--- src/rtl/packet_framer_if.sv ---
// Segment-stream bundle between the splitter FIFO, the packet framer and the line encoder.
// The framer side (master) pops upstream segments and drives the outgoing frame stream.
interface packet_framer_if #(
  parameter int SEGMENT_SIZE = 4
);
  logic                    in_nempty;
  logic [SEGMENT_SIZE-1:0] in_data;
  logic                    in_end;
  logic                    in_pop;
  logic                    out_valid;
  logic                    out_ready;
  logic [SEGMENT_SIZE-1:0] out_data;
  logic                    out_frame;
  logic                    out_last;

  modport master (
    input  in_nempty,
    input  in_data,
    input  in_end,
    input  out_ready,
    output in_pop,
    output out_valid,
    output out_data,
    output out_frame,
    output out_last
  );

  modport slave (
    output in_nempty,
    output in_data,
    output in_end,
    output out_ready,
    input  in_pop,
    input  out_valid,
    input  out_data,
    input  out_frame,
    input  out_last
  );
endinterface

--- src/rtl/packet_framer.sv ---
// Wraps upstream payload segments into line frames: preamble, sync, payload, CRC-8, then an
// idle gap. All outputs decode from registered state so reset clears them asynchronously.
module packet_framer #(
  parameter int                      SEGMENT_SIZE    = 4,
  parameter int                      PREAMBLE_LENGTH = 4,
  parameter logic [SEGMENT_SIZE-1:0] PREAMBLE_SYMBOL = 4'h5,
  parameter logic [SEGMENT_SIZE-1:0] SYNC_SYMBOL     = 4'hD,
  parameter int                      GAP_CYCLES      = 2
) (
  input logic             clk,
  input logic             rst,
  packet_framer_if.master bus
);

  localparam int CRC_SEGS  = 8 / SEGMENT_SIZE;
  localparam int MAX_PG    = (PREAMBLE_LENGTH > GAP_CYCLES) ? PREAMBLE_LENGTH : GAP_CYCLES;
  localparam int MAX_COUNT = (MAX_PG > CRC_SEGS) ? MAX_PG : CRC_SEGS;
  localparam int CNT_W     = $clog2(MAX_COUNT + 1);

  localparam logic [CNT_W-1:0] PRE_LAST = CNT_W'(PREAMBLE_LENGTH - 1);
  localparam logic [CNT_W-1:0] CRC_LAST = CNT_W'(CRC_SEGS - 1);
  localparam logic [CNT_W-1:0] GAP_LAST = CNT_W'((GAP_CYCLES > 0) ? GAP_CYCLES - 1 : 0);

  if (SEGMENT_SIZE != 1 && SEGMENT_SIZE != 2 && SEGMENT_SIZE != 4 && SEGMENT_SIZE != 8)
  begin : g_bad_segment_size
    $error("packet_framer: SEGMENT_SIZE must be 1, 2, 4 or 8");
  end
  if (PREAMBLE_LENGTH < 1) begin : g_bad_preamble_length
    $error("packet_framer: PREAMBLE_LENGTH must be at least 1");
  end
  if (PREAMBLE_SYMBOL == SYNC_SYMBOL) begin : g_bad_symbols
    $error("packet_framer: SYNC_SYMBOL must differ from PREAMBLE_SYMBOL");
  end
  if (GAP_CYCLES < 0) begin : g_bad_gap
    $error("packet_framer: GAP_CYCLES must not be negative");
  end

  typedef enum logic [2:0] {
    S_IDLE,
    S_PREAMBLE,
    S_SYNC,
    S_PAYLOAD,
    S_CRC,
    S_GAP
  } state_t;

  state_t           state_q, state_d;
  logic [CNT_W-1:0] count_q, count_d;
  logic [7:0]       crc_q, crc_d;

  logic                    pop;
  logic                    emit_valid;
  logic [SEGMENT_SIZE-1:0] emit_data;
  logic                    emit_frame;
  logic                    emit_last;
  logic [7:0]              crc_shift;

  // CRC-8 poly 0x07, shifting the segment in MSB first.
  function automatic logic [7:0] crc_step(input logic [7:0]              crc,
                                          input logic [SEGMENT_SIZE-1:0] seg);
    logic [7:0] c;
    c = crc;
    for (int i = SEGMENT_SIZE - 1; i >= 0; i--) begin
      c = {c[6:0], 1'b0} ^ ((c[7] ^ seg[i]) ? 8'h07 : 8'h00);
    end
    return c;
  endfunction

  // Most significant CRC segment goes out first.
  assign crc_shift = crc_q << (count_q * SEGMENT_SIZE);

  // NOTE: registers use non-blocking assignments so every flop samples pre-edge values.
  always_ff @(posedge clk or posedge rst) begin
    if (rst) begin
      state_q <= S_IDLE;
      count_q <= '0;
      crc_q   <= 8'h00;
    end else begin
      state_q <= state_d;
      count_q <= count_d;
      crc_q   <= crc_d;
    end
  end

  // NOTE: every signal driven here gets a default first, so no path can infer a latch.
  always_comb begin
    state_d    = state_q;
    count_d    = count_q;
    crc_d      = crc_q;
    pop        = 1'b0;
    emit_valid = 1'b0;
    emit_data  = '0;
    emit_frame = 1'b0;
    emit_last  = 1'b0;

    unique case (state_q)
      S_IDLE: begin
        if (bus.in_nempty) begin
          state_d = S_PREAMBLE;
          count_d = '0;
          crc_d   = 8'h00;
        end
      end

      S_PREAMBLE: begin
        emit_valid = 1'b1;
        emit_frame = 1'b1;
        emit_data  = PREAMBLE_SYMBOL;
        if (bus.out_ready) begin
          count_d = count_q + 1'b1;
          if (count_q == PRE_LAST) begin
            state_d = S_SYNC;
          end
        end
      end

      S_SYNC: begin
        emit_valid = 1'b1;
        emit_frame = 1'b1;
        emit_data  = SYNC_SYMBOL;
        if (bus.out_ready) begin
          state_d = S_PAYLOAD;
        end
      end

      // Pass-through: a stalled upstream drops out_valid but keeps the frame open.
      S_PAYLOAD: begin
        emit_frame = 1'b1;
        emit_valid = bus.in_nempty;
        emit_data  = bus.in_data;
        pop        = bus.in_nempty && bus.out_ready;
        if (pop) begin
          crc_d = crc_step(crc_q, bus.in_data);
          if (bus.in_end) begin
            state_d = S_CRC;
            count_d = '0;
          end
        end
      end

      S_CRC: begin
        emit_valid = 1'b1;
        emit_frame = 1'b1;
        emit_data  = crc_shift[7 -: SEGMENT_SIZE];
        emit_last  = (count_q == CRC_LAST);
        if (bus.out_ready) begin
          if (count_q == CRC_LAST) begin
            count_d = '0;
            state_d = (GAP_CYCLES == 0) ? S_IDLE : S_GAP;
          end else begin
            count_d = count_q + 1'b1;
          end
        end
      end

      S_GAP: begin
        count_d = count_q + 1'b1;
        if (count_q == GAP_LAST) begin
          state_d = S_IDLE;
        end
      end

      default: begin
        state_d = S_IDLE;
      end
    endcase
  end

  assign bus.in_pop    = pop;
  assign bus.out_valid = emit_valid;
  assign bus.out_data  = emit_data;
  assign bus.out_frame = emit_frame;
  assign bus.out_last  = emit_last;

  pop_only_in_payload: assert property (
    @(posedge clk) disable iff (rst) bus.in_pop |-> (state_q == S_PAYLOAD) && bus.out_ready
  );

  last_needs_valid: assert property (
    @(posedge clk) disable iff (rst) bus.out_last |-> bus.out_valid && bus.out_frame
  );

  // Outside PAYLOAD the emitted segment is generated locally and must hold under backpressure.
  hold_under_backpressure: assert property (
    @(posedge clk) disable iff (rst)
      (bus.out_valid && !bus.out_ready && state_q != S_PAYLOAD)
      |=> (bus.out_valid && $stable(bus.out_data))
  );

endmodule

--- src/flat_wrapper.sv ---
// flat-port wrapper written by rule: the top's interface ports become plain ports
module packet_framer_flat 
#(
  parameter int                      SEGMENT_SIZE    = 4,
  parameter int                      PREAMBLE_LENGTH = 4,
  parameter logic [SEGMENT_SIZE-1:0] PREAMBLE_SYMBOL = 4'h5,
  parameter logic [SEGMENT_SIZE-1:0] SYNC_SYMBOL     = 4'hD,
  parameter int                      GAP_CYCLES      = 2
)
  (clk, rst, bus_in_nempty, bus_in_data, bus_in_end, bus_out_ready, bus_in_pop, bus_out_valid, bus_out_data, bus_out_frame, bus_out_last);
  packet_framer_if #(.SEGMENT_SIZE(SEGMENT_SIZE)) bus_i ();
  input logic clk;
  input logic rst;
  input wire logic [$bits(bus_i.in_nempty)-1:0] bus_in_nempty;
  input wire logic [$bits(bus_i.in_data)-1:0] bus_in_data;
  input wire logic [$bits(bus_i.in_end)-1:0] bus_in_end;
  input wire logic [$bits(bus_i.out_ready)-1:0] bus_out_ready;
  output wire logic [$bits(bus_i.in_pop)-1:0] bus_in_pop;
  output wire logic [$bits(bus_i.out_valid)-1:0] bus_out_valid;
  output wire logic [$bits(bus_i.out_data)-1:0] bus_out_data;
  output wire logic [$bits(bus_i.out_frame)-1:0] bus_out_frame;
  output wire logic [$bits(bus_i.out_last)-1:0] bus_out_last;
  assign bus_i.in_nempty = bus_in_nempty;
  assign bus_i.in_data = bus_in_data;
  assign bus_i.in_end = bus_in_end;
  assign bus_i.out_ready = bus_out_ready;
  assign bus_in_pop = bus_i.in_pop;
  assign bus_out_valid = bus_i.out_valid;
  assign bus_out_data = bus_i.out_data;
  assign bus_out_frame = bus_i.out_frame;
  assign bus_out_last = bus_i.out_last;
  packet_framer #(.SEGMENT_SIZE(SEGMENT_SIZE), .PREAMBLE_LENGTH(PREAMBLE_LENGTH), .PREAMBLE_SYMBOL(PREAMBLE_SYMBOL), .SYNC_SYMBOL(SYNC_SYMBOL), .GAP_CYCLES(GAP_CYCLES)) u_core (.clk(clk), .rst(rst), .bus(bus_i));
endmodule
--- config.mk ---
export PLATFORM = sky130hd
export DESIGN_NAME = packet_framer_flat
export DESIGN_NICKNAME = d
export VERILOG_FILES = /design/src/rtl/packet_framer_if.sv /design/src/rtl/packet_framer.sv /design/src/flat_wrapper.sv
export SDC_FILE = /design/constraint.sdc
export NUM_CORES = 1
export LEC_CHECK = 0
export BUFFER_PORTS_ARGS = -buffer_cell sky130_fd_sc_hd__buf_2
export CAP_MARGIN = 20
export CELL_PAD_IN_SITES_DETAIL_PLACEMENT = 1
export CELL_PAD_IN_SITES_GLOBAL_PLACEMENT = 1
export CORE_MARGIN = 2
export CORE_UTILIZATION = 37
export CTS_CLUSTER_SIZE = 28
export DETAILED_ROUTE_END_ITERATION = 16
export PLACE_DENSITY_LB_ADDON = 0.3
export SYNTH_ARGS = -nofsm -noshare
export SYNTH_HDL_FRONTEND = slang
export SYNTH_SLANG_ARGS = --single-unit
--- constraint.sdc ---
create_clock -name clk -period 1.4 [get_ports clk]
set_input_delay 0.07 -clock clk [delete_from_list [all_inputs] [get_ports clk]]
set_output_delay 0.07 -clock clk [all_outputs]
set_load 0.05 [all_outputs]
==> results of run 1 <==
## per-layer routing
metal / global-route usage, % / share of wire (%) / vias to the layer above
li1: - / - / 496
met1: 31.0 / 39 / 552
met2: 50.1 / 52 / 28
met3: 3.02 / 2.5 / 18
met4: 9.18 / 6.1 / 0
met5: 0 / 0 / -
## critical path, stage by stage, from the launching register on
cell and delay [ns]:
dfrtp_1 0.41, or3b_4 0.43, or3_4 0.42, o22ai_4 0.20, buf_6 0.18
## final timing paths
check	start	endpoint	slack, ns	depth (start not counted)
max	u_core.state_q[0]	bus_out_data[2]	-0.60	4
min	bus_in_end	u_core.state_q[2]	0.19	3
max reg2reg	u_core.state_q[0]	u_core.count_q[2]	-0.36	6
min reg2reg	u_core.crc_q[2]	u_core.crc_q[2]	0.54	1
max in group asynchronous	rst	u_core.crc_q[5]	0.63	3
min in group asynchronous	rst	u_core.count_q[0]	0.40	3
## state kept, by name (all words and copies together) (netlist names)
register	cells
u_core.crc_q	8
u_core.count_q	3
u_core.state_q	3
## stage by stage
step / total power [mW] / instance area [um2] / util [%] / setup WS, ns
final: 4.59 / 1760 / 69.6 / -0.597
after global routing: 4.80 / 1760 / 69.6 / -0.604
after floorplan: 2.31 / 1090 / - / -0.288
after global placement: 2.81 / 1280 / 50.9 / -0.260
after CTS: 4.01 / 1600 / 63.4 / -0.500
after detailed placement: 2.91 / 1280 / 50.9 / -0.283
## what timing repair did
item	in CTS	in global routing
gates resized for setup	50	34
endpoints found under the hold margin	14	0
hold buffers	1	0
setup endpoints to repair	17	22
pin swaps	8	9
cloned	1	0
buffers inserted	12	3
## Yosys cell counts
| cell type | number | area, um2 |
|---|---|---|
| and3b_1 | 1 | 8.76 |
| ha_1 | 3 | 37.5 |
| nor3_1 | 4 | 20.0 |
| nor2_1 | 8 | 30.0 |
| o32ai_1 | 1 | 8.76 |
| nand2b_1 | 5 | 31.3 |
| xnor2_1 | 7 | 61.3 |
| o21ai_0 | 5 | 25.0 |
| mux2i_1 | 4 | 40.0 |
| buf_2 | 3 | 15.0 |
| clkbuf_1 | 2 | 7.51 |
| a31oi_1 | 1 | 6.26 |
| xor2_1 | 3 | 26.3 |
| nand3b_1 | 1 | 7.51 |
| buf_6 | 1 | 11.3 |
| nand2_1 | 12 | 45.0 |
| a22o_1 | 3 | 26.3 |
| nand3_1 | 1 | 5.00 |
| and3_1 | 2 | 12.5 |
| o21a_1 | 1 | 7.51 |
| o41ai_1 | 1 | 8.76 |
| dfrtp_1 | 14 | 350 |
| inv_1 | 5 | 18.8 |
| a211oi_1 | 1 | 7.51 |
| buf_1 | 1 | 3.75 |
| or3b_1 | 2 | 17.5 |
| o21ai_1 | 5 | 25.0 |
| or4b_1 | 1 | 10.0 |
| mux2_1 | 3 | 33.8 |
| or3_1 | 2 | 12.5 |
| or2_2 | 1 | 6.26 |
| nor2b_1 | 3 | 18.8 |
| a21oi_1 | 4 | 20.0 |
| a21o_1 | 1 | 7.51 |
| o31ai_1 | 1 | 7.51 |
| o22ai_1 | 3 | 18.8 |
## layout make-up
type | count | area [um2]
multi-input cells | 90 | 896
well taps | 30 | 37.5
clock buffers | 3 | 22.5
flip-flops and latches | 14 | 350
repair buffers | 47 | 430
fillers | 245 | 767
inverters | 5 | 18.8
## cell families after synthesis
kind of cell	count (synthesis)	share of synthesized area (%)
muxes	7	7.38
DFF	14	35.0
adders and majority gates	3	3.76
buffers and inverters	12	5.63
and+or+nand+nor	43	22.5
xor gates and xnor gates	10	8.76
AOI/OAI and AO/OA	27	16.9
## power by group through the flow
| stage | clock [mW] | combinational (mW) | sequential (mW) |
|---|---|---|---|
| CTS | 0.239 | 3.09 | 0.687 |
| global placement | 0 | 2.13 | 0.675 |
| global route | 0.256 | 3.82 | 0.727 |
| finish | 0.246 | 3.62 | 0.717 |
| detailed placement | 0 | 2.22 | 0.690 |
| floorplan | 0 | 1.64 | 0.676 |
==> key figures, run 1 <==
Pwr
  – P_leak: approximately 0.75 nW
  – Clock power frac: under 10%
  – Maximum VDD drop: about 1900 uV
  – PD cells: 2610 nW/um2
  – P_int: approximately 2.3 mW
  – Reg power frac: about 16%
  – NetSw: roughly 2.2 mW
  – Logic gate share of total power: a little under 80%
  – Net Sw Frac: between 40% and 50%

Floorplan
  – Die area: 3130 um2
  – Die height: about 56 um
  – CORE AREA: 2520 um2
  – Initial core utilization: 39.6%
  – I/O Pins: 17
  – FP Rows: 18
  – Die Width: ~56 um

Placement
  – Dpl cells: approximately 170
  – Dpl hpwl: ~2.2 mm
  – Routability Congestion: about 0.77
  – Buffers on Ports: 16

Timing
  – Clk_skew: between 0.005 and 0.006 ns
  – Hold_ws: ~0.19 ns
  – Rel. slew slack: 62.7%
  – Slew @ Worst Pin: about 0.56 ns
  – Final setup TNS: -5.98 ns
  – Max Transition Viols Final: 0
  – RSZ-0062 raised after global routing: yes
  – Final period util: 143%
  – Fin crit period: 2.00 ns
  – Worst Slack Setup Final: -0.597 ns
  – Final setup fails: 21
  – Final hold vios: 0
  – Fmax: ~500 MHz

Drt
  – Post-Route WL: ~4.4 mm
  – Vias: ~1100
  – Avg Vias per Cell: about 5.8
  – Post-route ant nets: 0
  – DRC Markers: 0
  – Routed length per placed instance: roughly 23 um
  – Initial DRC count: 9
  – DRT Pass-1 Iters: 4

Yosys
  – Sequential share of the synthesized area: 35.0%
  – Cells after synthesis: around 120
  – Syn avg cell area: ~8.6 um2
  – Post-synth cell types: 36
  – Syn nets: roughly 130
  – Post-Syn Area: approximately 1000 um2
  – Number of synthesized register bits: 14
  – Count of warnings emitted by yosys: 0

Global route
  – Pin count of the biggest net entering global routing: 15
  – Global Route Usage Sum: between 20% and 30%
  – Overflow after GRT: 0
  – Vias in the first global route: between 1000 and 1500
  – Initial antenna violation count: 0
  – First-pass GRT wire length: around 6.3 mm

Critical path
  – Crit Path Category: register to primary output
  – Crit. End Element: primary output
  – Startpoint Class: register
  – Crit path max fanout: 4
  – Crit path DAT: slightly below 2 ns
  – Worst path required time: between 1 and 1.5 ns

Clocking
  – Worst-path clk slew: roughly 0.090 ns
  – Clk sinks: 14
  – Maximum clock insertion buffer count: 2
  – Clock H-tree levels: 1
  – Clock Latency Late Sink: 0.29 ns
  – CTS Root Cell: clkbuf_4
  – Cts bufs inserted: 3
  – CTS tree: built

Cells and area
  – Final Non-Filler Cells: 189
  – Commonest non-fill, non-tap cell in the layout: buf_4
  – Diode count: 0
  – Most frequent cells in the layout: buf_4, buf_6, dfrtp_1
  – Area growth, synth to finish: 75.6%
  – Nets: 173
  – Share of cells above drive strength 1: between 50% and 60%

Status
  – Status: finished, violations left
  – Failing checks: negative setup slack

Run
  – Max-cap violations: 0

Worst hold path
  – HP Class: input port to register
Power figures use the tool's default switching activity.
==> inputs of run 2 (changes only) <==
--- a/config.mk
+++ b/config.mk
@@ -5,12 +5,13 @@
 export SDC_FILE = /design/constraint.sdc
 export NUM_CORES = 1
 export LEC_CHECK = 0
+export ABC_AREA = 1
 export BUFFER_PORTS_ARGS = -buffer_cell sky130_fd_sc_hd__buf_2
 export CAP_MARGIN = 20
 export CELL_PAD_IN_SITES_DETAIL_PLACEMENT = 1
 export CELL_PAD_IN_SITES_GLOBAL_PLACEMENT = 1
 export CORE_MARGIN = 2
-export CORE_UTILIZATION = 37
+export CORE_UTILIZATION = 35
 export CTS_CLUSTER_SIZE = 28
 export DETAILED_ROUTE_END_ITERATION = 16
 export PLACE_DENSITY_LB_ADDON = 0.3
==> key figures, run 2 <==
Critical path
  – CP bufs+invs: 3 (+2)
  – Crit path max fanout: 4 (unchanged)
  – Worst path required time: 1.33 ns (about the same)
  – Crit. End Element: primary output
  – CP top delay family: flip-flops
  – CP max-delay cell: dfrtp_2
  – Crit Path Category: register to primary output
  – Startpoint Class: register
  – Crit path DAT: 1.68 ns (-0.25 ns)
  – CP max stage delay: 0.46 ns (+0.03 ns)
  – Crit-path cells: buf_12, nand2_4, nor2_4, inv_4, o211ai_1, buf_4

Cells and area
  – Nets: 243 (+40%)
  – Max reg flops: 8 (unchanged)
  – Area growth, synth to finish: 64.9%
  – Fin area: 1820 um2 (+3.6%)
  – Largest regs: u_core.crc_q: 8 flops, u_core.count_q: 3 flops, u_core.state_q: 3 flops
  – Most frequent cells in the layout: nand2_1, buf_4, nand3_1
  – Final Non-Filler Cells: 274 (+45%)
  – Diode count: 0 (unchanged)
  – Biggest register: u_core.crc_q
  – Share of cells above drive strength 1: 44.8% (-14 points)
  – Fillers: 387 (+58%)
  – Commonest non-fill, non-tap cell in the layout: nand2_1

Drt
  – Vias: 1454 (+33%)
  – Post-Route WL: 5.24 mm (+18%)
  – DRC Markers: 0 (unchanged)
  – DRT Pass-1 Iters: 4 (unchanged)
  – Initial DRC count: 76 (+67)
  – Routed length per placed instance: 19.1 um (-18%)
  – Post-route ant nets: 0 (unchanged)
  – Avg Vias per Cell: 5.31 (-8.3%)

Clocking
  – Maximum clock insertion buffer count: 2 (unchanged)
  – Worst-path clk slew: 0.11 ns (+0.02 ns)
  – Clk sinks: 14 (unchanged)
  – Cts bufs inserted: 3 (unchanged)
  – CTS tree: built
  – Clock H-tree levels: 1 (unchanged)
  – CTS Root Cell: clkbuf_4
  – Clock Latency Late Sink: 0.32 ns (+0.03 ns)

Yosys
  – Share of the synthesized area in the top cell type: 31.8% (-3.3 points)
  – Sequential share of the synthesized area: 31.8% (-3.3 points)
  – Syn nets: 188 (+47%)
  – Leading area contributor after synthesis: dfrtp_1
  – Cells after synthesis: 176 (+52%)
  – Post-Syn Area: 1100 um2 (+10%)
  – Commonest cells in the netlist: nand2_1, nand3_1, inv_1
  – Top-count cell post-synth: nand2_1
  – Syn avg cell area: 6.26 um2 (-27%)
  – Count of warnings emitted by yosys: 0 (unchanged)
  – Area contributors post-synth: dfrtp_1, nand2_1, nand3_1, inv_1, o21ai_0
  – Number of synthesized flops with an enable pin: 0 (unchanged)
  – Number of synthesized register bits: 14 (unchanged)
  – Post-synth cell types: 20 (-44%)
  – Synth async-reset ratio: 100% (unchanged)
  – Main synth FF type: dfrtp_1

Placement
  – Dpl hpwl: 2.84 mm (+30%)
  – Dpl cells: 254 (+48%)
  – Routability Congestion: 0.904 (+18%)
  – Buffers on Ports: 16 (unchanged)
  – Cell Area, Placed: 1390 um2 (+8.1%)

Status
  – Failing checks: negative setup slack
  – Status: finished, violations left

Timing
  – Final period util: 125% (-17 points)
  – Final setup fails: 22 (+4.8%)
  – Clk_skew: 0.00532 ns (+0.0000713 ns)
  – Slew @ Worst Pin: 0.646 ns (+0.0868 ns)
  – RSZ-0062 raised after global routing: yes
  – Worst Slack Setup Final: -0.355 ns (+0.242 ns)
  – Fin crit period: 1.75 ns (-0.242 ns)
  – Rel. slew slack: 56.9% (-5.8 points)
  – Fmax: 570 MHz (+14%)
  – Final hold vios: 0 (unchanged)
  – Max Transition Viols Final: 0 (unchanged)
  – Hold_ws: 0.203 ns (+0.0157 ns)

Global route
  – Pin count of the biggest net entering global routing: 15 (unchanged)
  – Initial antenna violation count: 0 (unchanged)
  – Overflow after GRT: 0 (unchanged)
  – Vias in the first global route: 1557 (+26%)
  – First-pass GRT wire length: 7.47 mm (+18%)
  – Global Route Usage Sum: 29.0% (+2.3 points)

Run
  – Max-cap violations: 0 (unchanged)

Floorplan
  – CORE AREA: 3030 um2 (+20%)
  – Die height: 60.1 um (+7.4%)
  – I/O Pins: 17 (unchanged)
  – FP Rows: 20 (+2)
  – Die Width: 60.1 um (+7.4%)
  – Initial core utilization: 36.4% (-3.2 points)
  – Die area: 3610 um2 (+15%)

Pwr
  – PD cells: 2410 nW/um2 (-7.7%)
  – P_leak: 0.944 nW (+26%)
  – Maximum VDD drop: 1660 uV (-14%)

Worst hold path
  – HP Class: input port to register
run 2: changes by cell type in the layout (fill, tap and decap cells not counted), sizes merged, moves of 4 or more:
| cell | before | now |
|---|---|---|
| nand2 | 12 | 75 |
| xnor2 | 7 | 2 |
| nand3 | 1 | 25 |
| buf | 46 | 52 |
| inv | 5 | 23 |
| nand2b | 5 | 0 |
| mux2i | 4 | 0 |
run 2: power by group:
| part | switching, mW | internal, mW |
|---|---|---|
| clock | 0.187 | 0.159 |
| combinational | 1.93 | 1.37 |
| sequential | 0.188 | 0.547 |
run 2: path summary, 6_finish.rpt:
kind | startpoint | depth (start not counted) | slack (ns) | to
min in group asynchronous | rst | 3 | 0.38 | u_core.state_q[1]
max reg2reg | u_core.state_q[0] | 11 | -0.26 | u_core.count_q[2]
min | bus_in_data[0] | 5 | 0.20 | u_core.crc_q[1]
min reg2reg | u_core.crc_q[3] | 2 | 0.56 | u_core.crc_q[3]
max | u_core.state_q[0] | 6 | -0.35 | bus_out_valid
max in group asynchronous | rst | 3 | 0.57 | u_core.state_q[2]
run 2: timing repair:
action	4_1_cts	5_1_grt
endpoints found under the setup margin	21	22
pin swaps	14	14
hold endpoints to repair	14	0
hold buffers	1	0
setup buffers	9	8
gates resized for setup	49	23
run 2: cell families after synthesis:
family	count (synthesis)	share of synthesized area, %
XOR/XNOR	3	2.38
buffers and inverters	27	10.6
AO/OA/AOI/OAI	16	7.72
adder cells (fa/ha/maj)	3	3.41
multiplexers	1	1.02
AND/OR/NAND/NOR	112	43.1
flip-flops	14	31.8
run 2: final cells by class:
class,instances,area (um2),area share (%)
multi-input cells,135,815,44.8
repair buffers,53,462,25.4
clock buffers,4,36.3,2.00
well taps,44,55.1,3.03
inverters,24,96.3,5.30
flip-flops and latches,14,354,19.5
run 2: tightest hold or removal path, stage by stage:
cell	delay [ns]
buf_2	0.10
xnor2_1	0.10
nand2_1	0.08
nand3_1	0.07
o21ai_0	0.07
run 2: through the flow:
step | setup WS [ns] | power (mW) | util [%] | setup TNS, ns
finish | -0.355 | 4.38 | 60.0 | -4.24
global route | -0.415 | 4.61 | 60.0 | -5.58
CTS | -0.267 | 3.83 | 55.9 | -1.55
detailed placement | -0.0741 | 2.89 | 45.9 | -0.556
global placement | -0.0585 | 2.80 | 45.9 | -0.280
floorplan | -0.224 | 2.12 | - | -0.783
run 2: per-layer routing:
layer  global-route usage [%]  wire (um)  vias to the layer above
met5                        0          0                        -
met4                     15.2        217                        0
met3                     3.90        188                       20
met2                     55.6       2870                       57
met1                     30.0       1960                      718
li1                         -          -                      659
==> inputs of run 3 (changes only) <==
--- a/config.mk
+++ b/config.mk
@@ -15,6 +15,7 @@
 export CTS_CLUSTER_SIZE = 28
 export DETAILED_ROUTE_END_ITERATION = 16
 export PLACE_DENSITY_LB_ADDON = 0.3
+export SETUP_SLACK_MARGIN = 0.02
 export SYNTH_ARGS = -nofsm -noshare
 export SYNTH_HDL_FRONTEND = slang
 export SYNTH_SLANG_ARGS = --single-unit
==> key figures, run 3 (synthesis gave the netlist of run 2 again) <==
Clocking
  – Cts bufs inserted: 3 (unchanged)
  – CTS tree: built
  – Worst-path clk slew: 0.10 ns (about the same)
  – Clock Latency Late Sink: 0.30 ns (-0.02 ns)
  – CTS Root Cell: clkbuf_4
  – Maximum clock insertion buffer count: 2 (unchanged)
  – Clock H-tree levels: 1 (unchanged)
  – Clk sinks: 14 (unchanged)

Global route
  – Vias in the first global route: 1580 (+1.5%)
  – Overflow after GRT: 0 (unchanged)
  – Global Route Usage Sum: 27.4% (-1.6 points)
  – Pin count of the biggest net entering global routing: 15 (unchanged)
  – Initial antenna violation count: 0 (unchanged)
  – First-pass GRT wire length: 7.18 mm (-3.9%)

Timing
  – Final setup fails: 22 (unchanged)
  – Slew @ Worst Pin: 0.624 ns (-0.0221 ns)
  – Final period util: 121% (-4.6 points)
  – Fin crit period: 1.69 ns (-0.0640 ns)
  – Worst Slack Setup Final: -0.291 ns (+0.0640 ns)
  – Max Transition Viols Final: 0 (unchanged)
  – Clk_skew: 0.0109 ns (+0.00559 ns)
  – Rel. slew slack: 58.4% (+1.5 points)
  – Final hold vios: 0 (unchanged)
  – RSZ-0062 raised after global routing: yes
  – Fmax: 591 MHz (+3.8%)

Floorplan
  – CORE AREA: 3030 um2 (unchanged)
  – Initial core utilization: 36.4% (unchanged)
  – I/O Pins: 17 (unchanged)
  – Die Width: 60.1 um (unchanged)
  – Die area: 3610 um2 (unchanged)
  – Die height: 60.1 um (unchanged)
  – FP Rows: 20 (unchanged)

Cells and area
  – Final core occ: 58.8% (-1.2 points)
  – Area growth, synth to finish: 61.5%
  – Biggest register: u_core.crc_q
  – Diode count: 0 (unchanged)
  – Nets: 246 (+1.2%)
  – Most frequent cells in the layout: nand2_1, buf_4, nand3_1
  – Max reg flops: 8 (unchanged)
  – Share of cells above drive strength 1: 41.6% (-3.2 points)
  – Commonest non-fill, non-tap cell in the layout: nand2_1
  – Largest regs: u_core.crc_q: 8 flops, u_core.count_q: 3 flops, u_core.state_q: 3 flops

Run
  – Max-cap violations: 0 (unchanged)

Drt
  – Avg Vias per Cell: 5.18 (-2.3%)
  – Post-route ant nets: 0 (unchanged)
  – Routed length per placed instance: 17.3 um (-9.7%)
  – Initial DRC count: 58 (-24%)
  – DRT Pass-1 Iters: 4 (unchanged)
  – Post-Route WL: 4.78 mm (-8.7%)
  – Vias: 1436 (-1.2%)
  – DRC Markers: 0 (unchanged)

Critical path
  – Crit. End Element: primary output
  – CP max stage delay: 0.45 ns (about the same)
  – CP max-delay cell: dfrtp_2
  – Startpoint Class: register
  – Crit path max fanout: 5 (+1)
  – Crit-path cells: buf_4, nand2_4, nor2_4, inv_4, o211ai_1, buf_4
  – CP most frequent cell: buf_4
  – Crit Path Category: register to primary output
  – Crit path DAT: 1.62 ns (-0.06 ns)
  – Worst path required time: 1.33 ns (about the same)

Pwr
  – Logic gate share of total power: 76.1% (+0.8 points)
  – P_leak: 0.949 nW (+0.54%)
  – PD cells: 2330 nW/um2 (-3.2%)
  – Maximum VDD drop: 1400 uV (-16%)
  – P_int: 1.97 mW (-5.1%)
  – Reg power frac: 17.5% (+0.7 points)
  – NetSw: 2.18 mW (-5.3%)
  – Clock power frac: 6.4% (-1.5 points)
  – Net Sw Frac: 52.5% (-0.055 points)

Placement
  – Setup WS pre-CTS: -0.138 ns (-0.0636 ns)
  – Routability Congestion: 0.978 (+8.2%)
  – Dpl hpwl: 3.03 mm (+6.7%)
  – Buffers on Ports: 16 (unchanged)

Status
  – Status: finished, violations left
  – Failing checks: negative setup slack

Worst hold path
  – HP Class: input port to register
-- run 3: path summary, 6_finish.rpt --
path | startpoint | end | slack (ns) | depth (start not counted)
max in group asynchronous | rst | u_core.state_q[0] | 0.59 | 3
worst min-delay path | bus_in_data[3] | u_core.crc_q[4] | 0.23 | 5
worst max register to register | u_core.state_q[0] | u_core.count_q[1] | -0.25 | 11
worst max-delay path | u_core.state_q[0] | bus_out_data[2] | -0.29 | 6
min in group asynchronous | rst | u_core.crc_q[4] | 0.37 | 3
worst min register to register | u_core.crc_q[3] | u_core.crc_q[3] | 0.55 | 2
-- run 3: layout make-up --
class | instances | area, um2
clock buffer | 4 | 26.3
fill | 396 | 1250
inverter | 24 | 101
multi-input combinational | 135 | 781
sequential | 14 | 354
tap | 44 | 55.1
timing repair buffer | 56 | 463
-- run 3: power groups by stage --
stage          registers, mW  clock network, mW  logic, mW
6_report               0.729              0.264       3.16
5_1_grt                0.740              0.282       3.38
4_1_cts                0.707              0.261       2.83
3_5_place_dp           0.704                  0       2.30
3_3_place_gp           0.684                  0       2.19
2_1_floorplan          0.649                  0       1.47
-- run 3: worst max-delay path, delay by kind of cell, from the launching register on --
kind	cells	cell delay [ns]
flops	1	0.45
buf+inv	3	0.45
simple gates	2	0.23
compound gates	1	0.19
-- run 3: layer usage --
metal  vias up  GRT usage, %  wire length, um
met5         -             0                0
met4         0          17.5              126
met3        12          3.25              110
met2        37          52.0             2650
met1       722          27.7             1900
li1        665             -                -
-- run 3: stage by stage --
step	power (mW)	hold WS [ns]	TNS, ns	cells	area [um2]
floorplan	2.12	-0.0408	-0.783	176	1120
global placement	2.88	0.146	-0.0420	258	1420
detailed placement	3.00	0.156	-1.04	258	1420
CTS	3.80	0.231	-1.95	274	1690
global route	4.40	0.272	-5.03	277	1780
finish	4.16	0.229	-3.78	277	1780
-- run 3: repair_timing --
item                       4_1_cts  5_1_grt
cloned                           0        0
pin swaps                        9        5
setup endpoints to repair       22       22
hold endpoints to repair        14        0
hold buffers                     1        0
gates resized for setup         46       21
setup buffers                   11        4
